===== config.mk =====
export PLATFORM = sky130hd
export DESIGN_NAME = prot_eng_rx
export DESIGN_NICKNAME = d
export VERILOG_FILES = /design/src/rtl/prot_eng_rx.sv
export SDC_FILE = /design/constraint.sdc
export NUM_CORES = 1
export LEC_CHECK = 0
export ABC_CLOCK_PERIOD_IN_PS = 4200
export CAP_MARGIN = 20
export CORE_MARGIN = 4
export CORE_UTILIZATION = 45
export DETAILED_ROUTE_END_ITERATION = 10
export PLACE_DENSITY_LB_ADDON = 0.1
export SKIP_LAST_GASP = 1
export SYNTH_ARGS = -nofsm -noshare
export SYNTH_HDL_FRONTEND = slang
export SYNTH_SLANG_ARGS = --single-unit

===== constraint.sdc =====
create_clock -name clk -period 4.2 [get_ports clk]
set_input_delay 0.63 -clock clk [delete_from_list [all_inputs] [get_ports clk]]
set_output_delay 0.63 -clock clk [all_outputs]
set_load 0.005 [all_outputs]

===== src/rtl/prot_eng_rx.sv =====
// UDP receive engine: checks Eth/IPv4/UDP header fields, strips the 11 header lines and forwards the payload.
// Latency: payload path is combinational (zero cycles); the header takes one line per cycle.
// Backpressure: dst_rdy_i only stalls the payload phase; optional IP checksum check under PROT_ENG_RX_IPCSUM_EN.
module prot_eng_rx #(
   parameter int BASE = 0
) (
   input  logic        clk,
   input  logic        reset,
   input  logic        clear,
   input  logic        set_stb,
   input  logic [7:0]  set_addr,
   input  logic [31:0] set_data,
   input  logic [35:0] datain,
   input  logic        src_rdy_i,
   output logic        dst_rdy_o,
   output logic [35:0] dataout,
   output logic        src_rdy_o,
   input  logic        dst_rdy_i,
   output logic [31:0] status
);
   typedef enum logic [1:0] {IDLE, HDR, PAYLOAD, DROP} state_t;

   localparam logic [7:0] ADDR_PORT  = 8'(BASE);
   localparam logic [7:0] ADDR_ETYPE = 8'(BASE + 1);

   state_t      state;
   logic [3:0]  line_cnt;
   logic        bad;
   logic        first;
   logic [15:0] pass_count;
   logic [15:0] drop_count;
   logic [16:0] port_reg;
   logic [15:0] etype_reg;
   logic        sof;
   logic        eof;
   logic        xfer;
   logic        hdr_bad;
   logic        csum_bad;
   logic        unused_set_data;

   assign sof             = datain[32];
   assign eof             = datain[33];
   assign dst_rdy_o       = (state == PAYLOAD) ? dst_rdy_i : 1'b1;
   assign src_rdy_o       = src_rdy_i & (state == PAYLOAD);
   assign xfer            = src_rdy_i & dst_rdy_o;
   assign dataout         = {datain[35:33], first, datain[31:0]};
   assign status          = {drop_count, pass_count};
   assign unused_set_data = ^set_data[31:17];

`ifdef PROT_ENG_RX_IPCSUM_EN
   logic [15:0] csum;
   logic [15:0] csum_nxt;

   function automatic logic [15:0] oc_add(input logic [15:0] a, input logic [15:0] b);
      logic [16:0] s;
      s = {1'b0, a} + {1'b0, b};
      return s[15:0] + {15'd0, s[16]};
   endfunction

   assign csum_nxt = oc_add(oc_add(csum, datain[31:16]), datain[15:0]);
   assign csum_bad = (line_cnt == 4'd8) && (csum_nxt != 16'hFFFF);

   // Running ones-complement sum over IP header lines 4-8; restarts on every SOF.
   always_ff @(posedge clk) begin
      if (reset || clear) begin
         csum <= '0;
      end else if (xfer) begin
         if (sof)
            csum <= '0;
         else if (state == HDR && line_cnt >= 4'd4 && line_cnt <= 4'd8)
            csum <= csum_nxt;
      end
   end
`else
   assign csum_bad = 1'b0;
`endif

   assign hdr_bad = !port_reg[16]
                  || (line_cnt == 4'd3 && datain[15:0] != etype_reg)
                  || (line_cnt == 4'd6 && datain[23:16] != 8'd17)
                  || (line_cnt == 4'd9 && datain[15:0] != port_reg[15:0])
                  || csum_bad;

   // Settings survive clear; only reset returns them to defaults.
   always_ff @(posedge clk) begin
      if (reset) begin
         port_reg  <= '0;
         etype_reg <= 16'h0800;
      end else if (set_stb) begin
         if (set_addr == ADDR_PORT)
            port_reg <= set_data[16:0];
         if (set_addr == ADDR_ETYPE)
            etype_reg <= set_data[15:0];
      end
   end

   always_ff @(posedge clk) begin
      if (reset || clear) begin
         state      <= IDLE;
         line_cnt   <= '0;
         bad        <= 1'b0;
         first      <= 1'b0;
         pass_count <= '0;
         drop_count <= '0;
      end else if (xfer) begin
         case (state)
            IDLE: begin
               if (sof) begin
                  if (eof) begin
                     drop_count <= drop_count + 16'd1;
                  end else begin
                     state    <= HDR;
                     line_cnt <= 4'd1;
                     bad      <= 1'b0;
                  end
               end
            end
            HDR: begin
               // A SOF here aborts the current frame; a SOF+EOF line is also a runt of its own.
               if (sof) begin
                  line_cnt <= 4'd1;
                  bad      <= 1'b0;
                  if (eof) begin
                     drop_count <= drop_count + 16'd2;
                     state      <= IDLE;
                  end else begin
                     drop_count <= drop_count + 16'd1;
                  end
               end else if (eof) begin
                  drop_count <= drop_count + 16'd1;
                  state      <= IDLE;
               end else begin
                  line_cnt <= line_cnt + 4'd1;
                  bad      <= bad | hdr_bad;
                  if (line_cnt == 4'd10) begin
                     if (bad | hdr_bad) begin
                        state <= DROP;
                     end else begin
                        state <= PAYLOAD;
                        first <= 1'b1;
                     end
                  end
               end
            end
            PAYLOAD: begin
               first <= 1'b0;
               if (eof) begin
                  pass_count <= pass_count + 16'd1;
                  state      <= IDLE;
               end
            end
            DROP: begin
               if (eof) begin
                  drop_count <= drop_count + 16'd1;
                  state      <= IDLE;
               end
            end
            default: state <= IDLE;
         endcase
      end
   end
endmodule


==> results.py <==
metrics = {
    "pwr": {
        "clockPowerShare_pct": 44.7,
        "switchingPower_w": 0.000324,
        "seq_power_share_pct": 45.4,
        "p_leak_nw": 1.99,
        "ir_drop_mv": 0.159,
        "p_int_w": 0.00121,
        "power.total_w": 0.00153,
        "combPwrFrac_pct": 9.9,
        "p_per_area_mw_per_mm2": 289,
        "switching_share_pct": 21.2,
    },
    "worst_setup_path": {
        "r2r_slack_ns": 2.22,
        "crit_top_cell": "clkdlybuf4s50_1",
        "crit_chain": "clkdlybuf4s50_1 -> clkdlybuf4s50_1",
        "critPathMaxFanout": 21,
        "crit_slowest_cell": "clkdlybuf4s50_1",
        "critPathRequiredTime_ns": 3.57,
        "r2r-start": "state[0]",
        "worstPathArrival_ns": 2.31,
        "end_kind": "output pin",
        "cp_top_family": "buffers and inverters",
        "crit_path_start_kind": "primary input",
        "crit_type": "primary input to output pin",
        "r2r_cells": 5,
        "cpPeakStageDelay_ns": 1.03,
        "regToRegEndpoint": "pass_count[15]",
        "worst-path-buf-inv": 2,
    },
    "clocking": {
        "clockRootBuffer": "clkbuf_8",
        "ctsResizeCount": 0,
        "clock_latency_ns": 0.34,
        "postCtsHoldBufs": 0,
        "cts_buffers": 9,
        "cts_tree": "done",
        "cts_buffer_depth": 2,
        "clkTransAtPathRegs_ns": 0.07,
        "cts.sinks": 73,
        "post_cts_buffers": 0,
        "htreeDepth": 3,
    },
    "detailed_routing": {
        "num_vias": 3497,
        "drc": 0,
        "drt_iter0_markers": 134,
        "routed_via_density": 5.34,
        "antenna_left": 0,
        "drt-total-wl_um": 9750,
        "drt_pass1_iterations": 4,
        "wire_per_inst_um": 14.9,
    },
    "layout": {
        "drive_gt1_share_pct": 6.76,
        "largest_reg_flops": 17,
        "seqCellArea_mm2": 0.00146,
        "multi_input_area_mm2": 0.00223,
        "fin_util_pct": 60.2,
        "areaGrowthSynthToFinish_pct": 28.4,
        "postLayoutCellArea_mm2": 0.00531,
        "final_common_cell": "clkdlybuf4s50_1",
        "nNetsFinal": 631,
        "diodes": 0,
        "fillCellCount": 809,
        "layout_common_cells": "clkdlybuf4s50_1, dfxtp_1, nor2_1, xor2_1, mux2i_1",
    },
    "sta": {
        "fin_ws_ns": 1.26,
        "finalCriticalPeriod_ns": 2.94,
        "setup_violations": 0,
        "hold_viol": 0,
        "slew_headroom_pct": 42.5,
        "fmax_mhz": 340,
        "rsz0062_at_grt": "false",
        "final_max_slew_viol_count": 0,
        "setup_tns_ns": 0,
        "period_share_pct": 70.1,
        "worstMarginPinSlew_ns": 0.860,
        "worst_clock_skew_ns": 0.00938,
    },
    "run_status": {
        "outcome": "finished, final reports clean",
    },
    "floorplanning": {
        "ios": 152,
        "die_h_um": 104,
        "rows": 34,
        "die_area_mm2": 0.0108,
        "die_width_um": 104,
        "coreArea_mm2": 0.00881,
        "initial_core_util_pct": 46.9,
    },
    "logic_synthesis": {
        "yosys.cell_types.count": 59,
        "synth_area_leader_cell": "dfxtp_1",
        "yosysTopAreaCellShare_pct": 35.4,
        "synth_cells": 469,
        "synth-seq-cells": 73,
        "synth.area.top_cells": "dfxtp_1, xor2_1, mux2i_1, buf_4, nor2_1",
        "syn_avg_cell_area_um2": 8.81,
        "synth_area_mm2": 0.00413,
        "yosysWarnings": 0,
        "seq_area_frac_synth_pct": 35.4,
        "syn_nets": 558,
    },
    "run": {
        "maxCapViolations": 0,
    },
    "placement": {
        "pre_cts_ws_ns": 1.23,
        "dpl-instance-area_mm2": 0.00505,
        "gp_congestion": 0.903,
        "io_buffers": 116,
        "hpwl_um": 7300,
    },
    "worst_hold_path": {
        "min_path_type": "register to register",
        "min_from": "etype_reg[11]",
        "hold_depth": 1,
        "hold_path_end": "etype_reg[11]",
    },
    "global_routing": {
        "antenna_found_initial": 0,
        "grt-ovfl-total": 0,
        "grt_pass1_vias": 3378,
        "grt_pass1_wl_um": 16400,
        "grt_usage_pct": 18.1,
        "grt_max_degree": 37,
    },
}
-- power groups by stage --
stage,Clock (W),Sequential (W),Combinational [W]
4_1_cts,0.000702,0.000696,0.000153
3_3_place_gp,0,0.000712,0.000151
2_1_floorplan,0,0.000711,0.0000789
6_report,0.000685,0.000696,0.000151
5_1_grt,0.000736,0.000697,0.000164
3_5_place_dp,0,0.000712,0.000152
-- cell type report --
cell class / instances / share of cell area (%)
inverters: 12 / 0.849
clock buffers: 12 / 2.92
flip-flops and latches: 73 / 27.5
well taps: 108 / 2.55
repair buffers: 118 / 22.2
multi-input cells: 328 / 42.1
clock inverters: 4 / 1.86
-- logic make-up after synthesis --
logic type               count (synthesis)  share of synthesized area [%]
flip-flops                              73                           35.4
AO/OA/AOI/OAI                           67                           10.2
adder cells (fa/ha/maj)                 10                           2.88
multiplexers                            32                           7.75
buffers and inverters                   68                           10.6
AND/OR/NAND/NOR                        170                           22.8
XOR/XNOR                                49                           10.4
-- cells in the mapped netlist (all sizes together) --
cell type,instances
dfxtp,73
nor2,65
buf,45
xor2,37
mux2i,32
a21oi,24
o21ai,21
nand3,17
nand2,16
nor4,13
inv,12
xnor2,12
clkbuf,11
nand4,11
or3,11
ha,7
a211oi,5
and3,5
nor3,5
a31oi,4
and2,4
and4b,4
nor4b,4
a211o,3
maj3,3
nand3b,3
and4,2
o21a,2
o31ai,2
or2,2
or4,2
a2111oi,1
a221oi,1
a311oi,1
a31o,1
and2b,1
and3b,1
nand4b,1
nor2b,1
nor3b,1
nor4bb,1
o21bai,1
o221ai,1
-- metrics by stage --
| stage | instances | hold slack (ns) |
|---|---|---|
| final | 655 | 0.496 |
| after floorplan | 469 | 0.456 |
| after global routing | 655 | 0.522 |
| after CTS | 655 | 0.499 |
| after global placement | 639 | 0.471 |
| after detailed placement | 639 | 0.486 |
-- how the worst max path moves through the flow --
stage          slack (ns)        start  cells after the start           end
2_1_floorplan        2.29  set_addr[4]                      5  etype_reg[0]
3_5_place_dp         1.23   datain[33]                      6   line_cnt[0]
4_1_cts              1.27   datain[33]                      2   dataout[33]
3_3_place_gp         1.24   datain[33]                      6   line_cnt[0]
5_1_grt              1.13   datain[33]                      2   dataout[33]
6_report             1.26   datain[33]                      2   dataout[33]
-- routing by layer --
metal | routed length (um) | GRT usage, %
met3 | 603 | 3.92
met4 | 161 | 6.65
met2 | 4390 | 28.4
met5 | 0 | 0
met1 | 4600 | 24.6
Power figures use the tool's default switching activity.
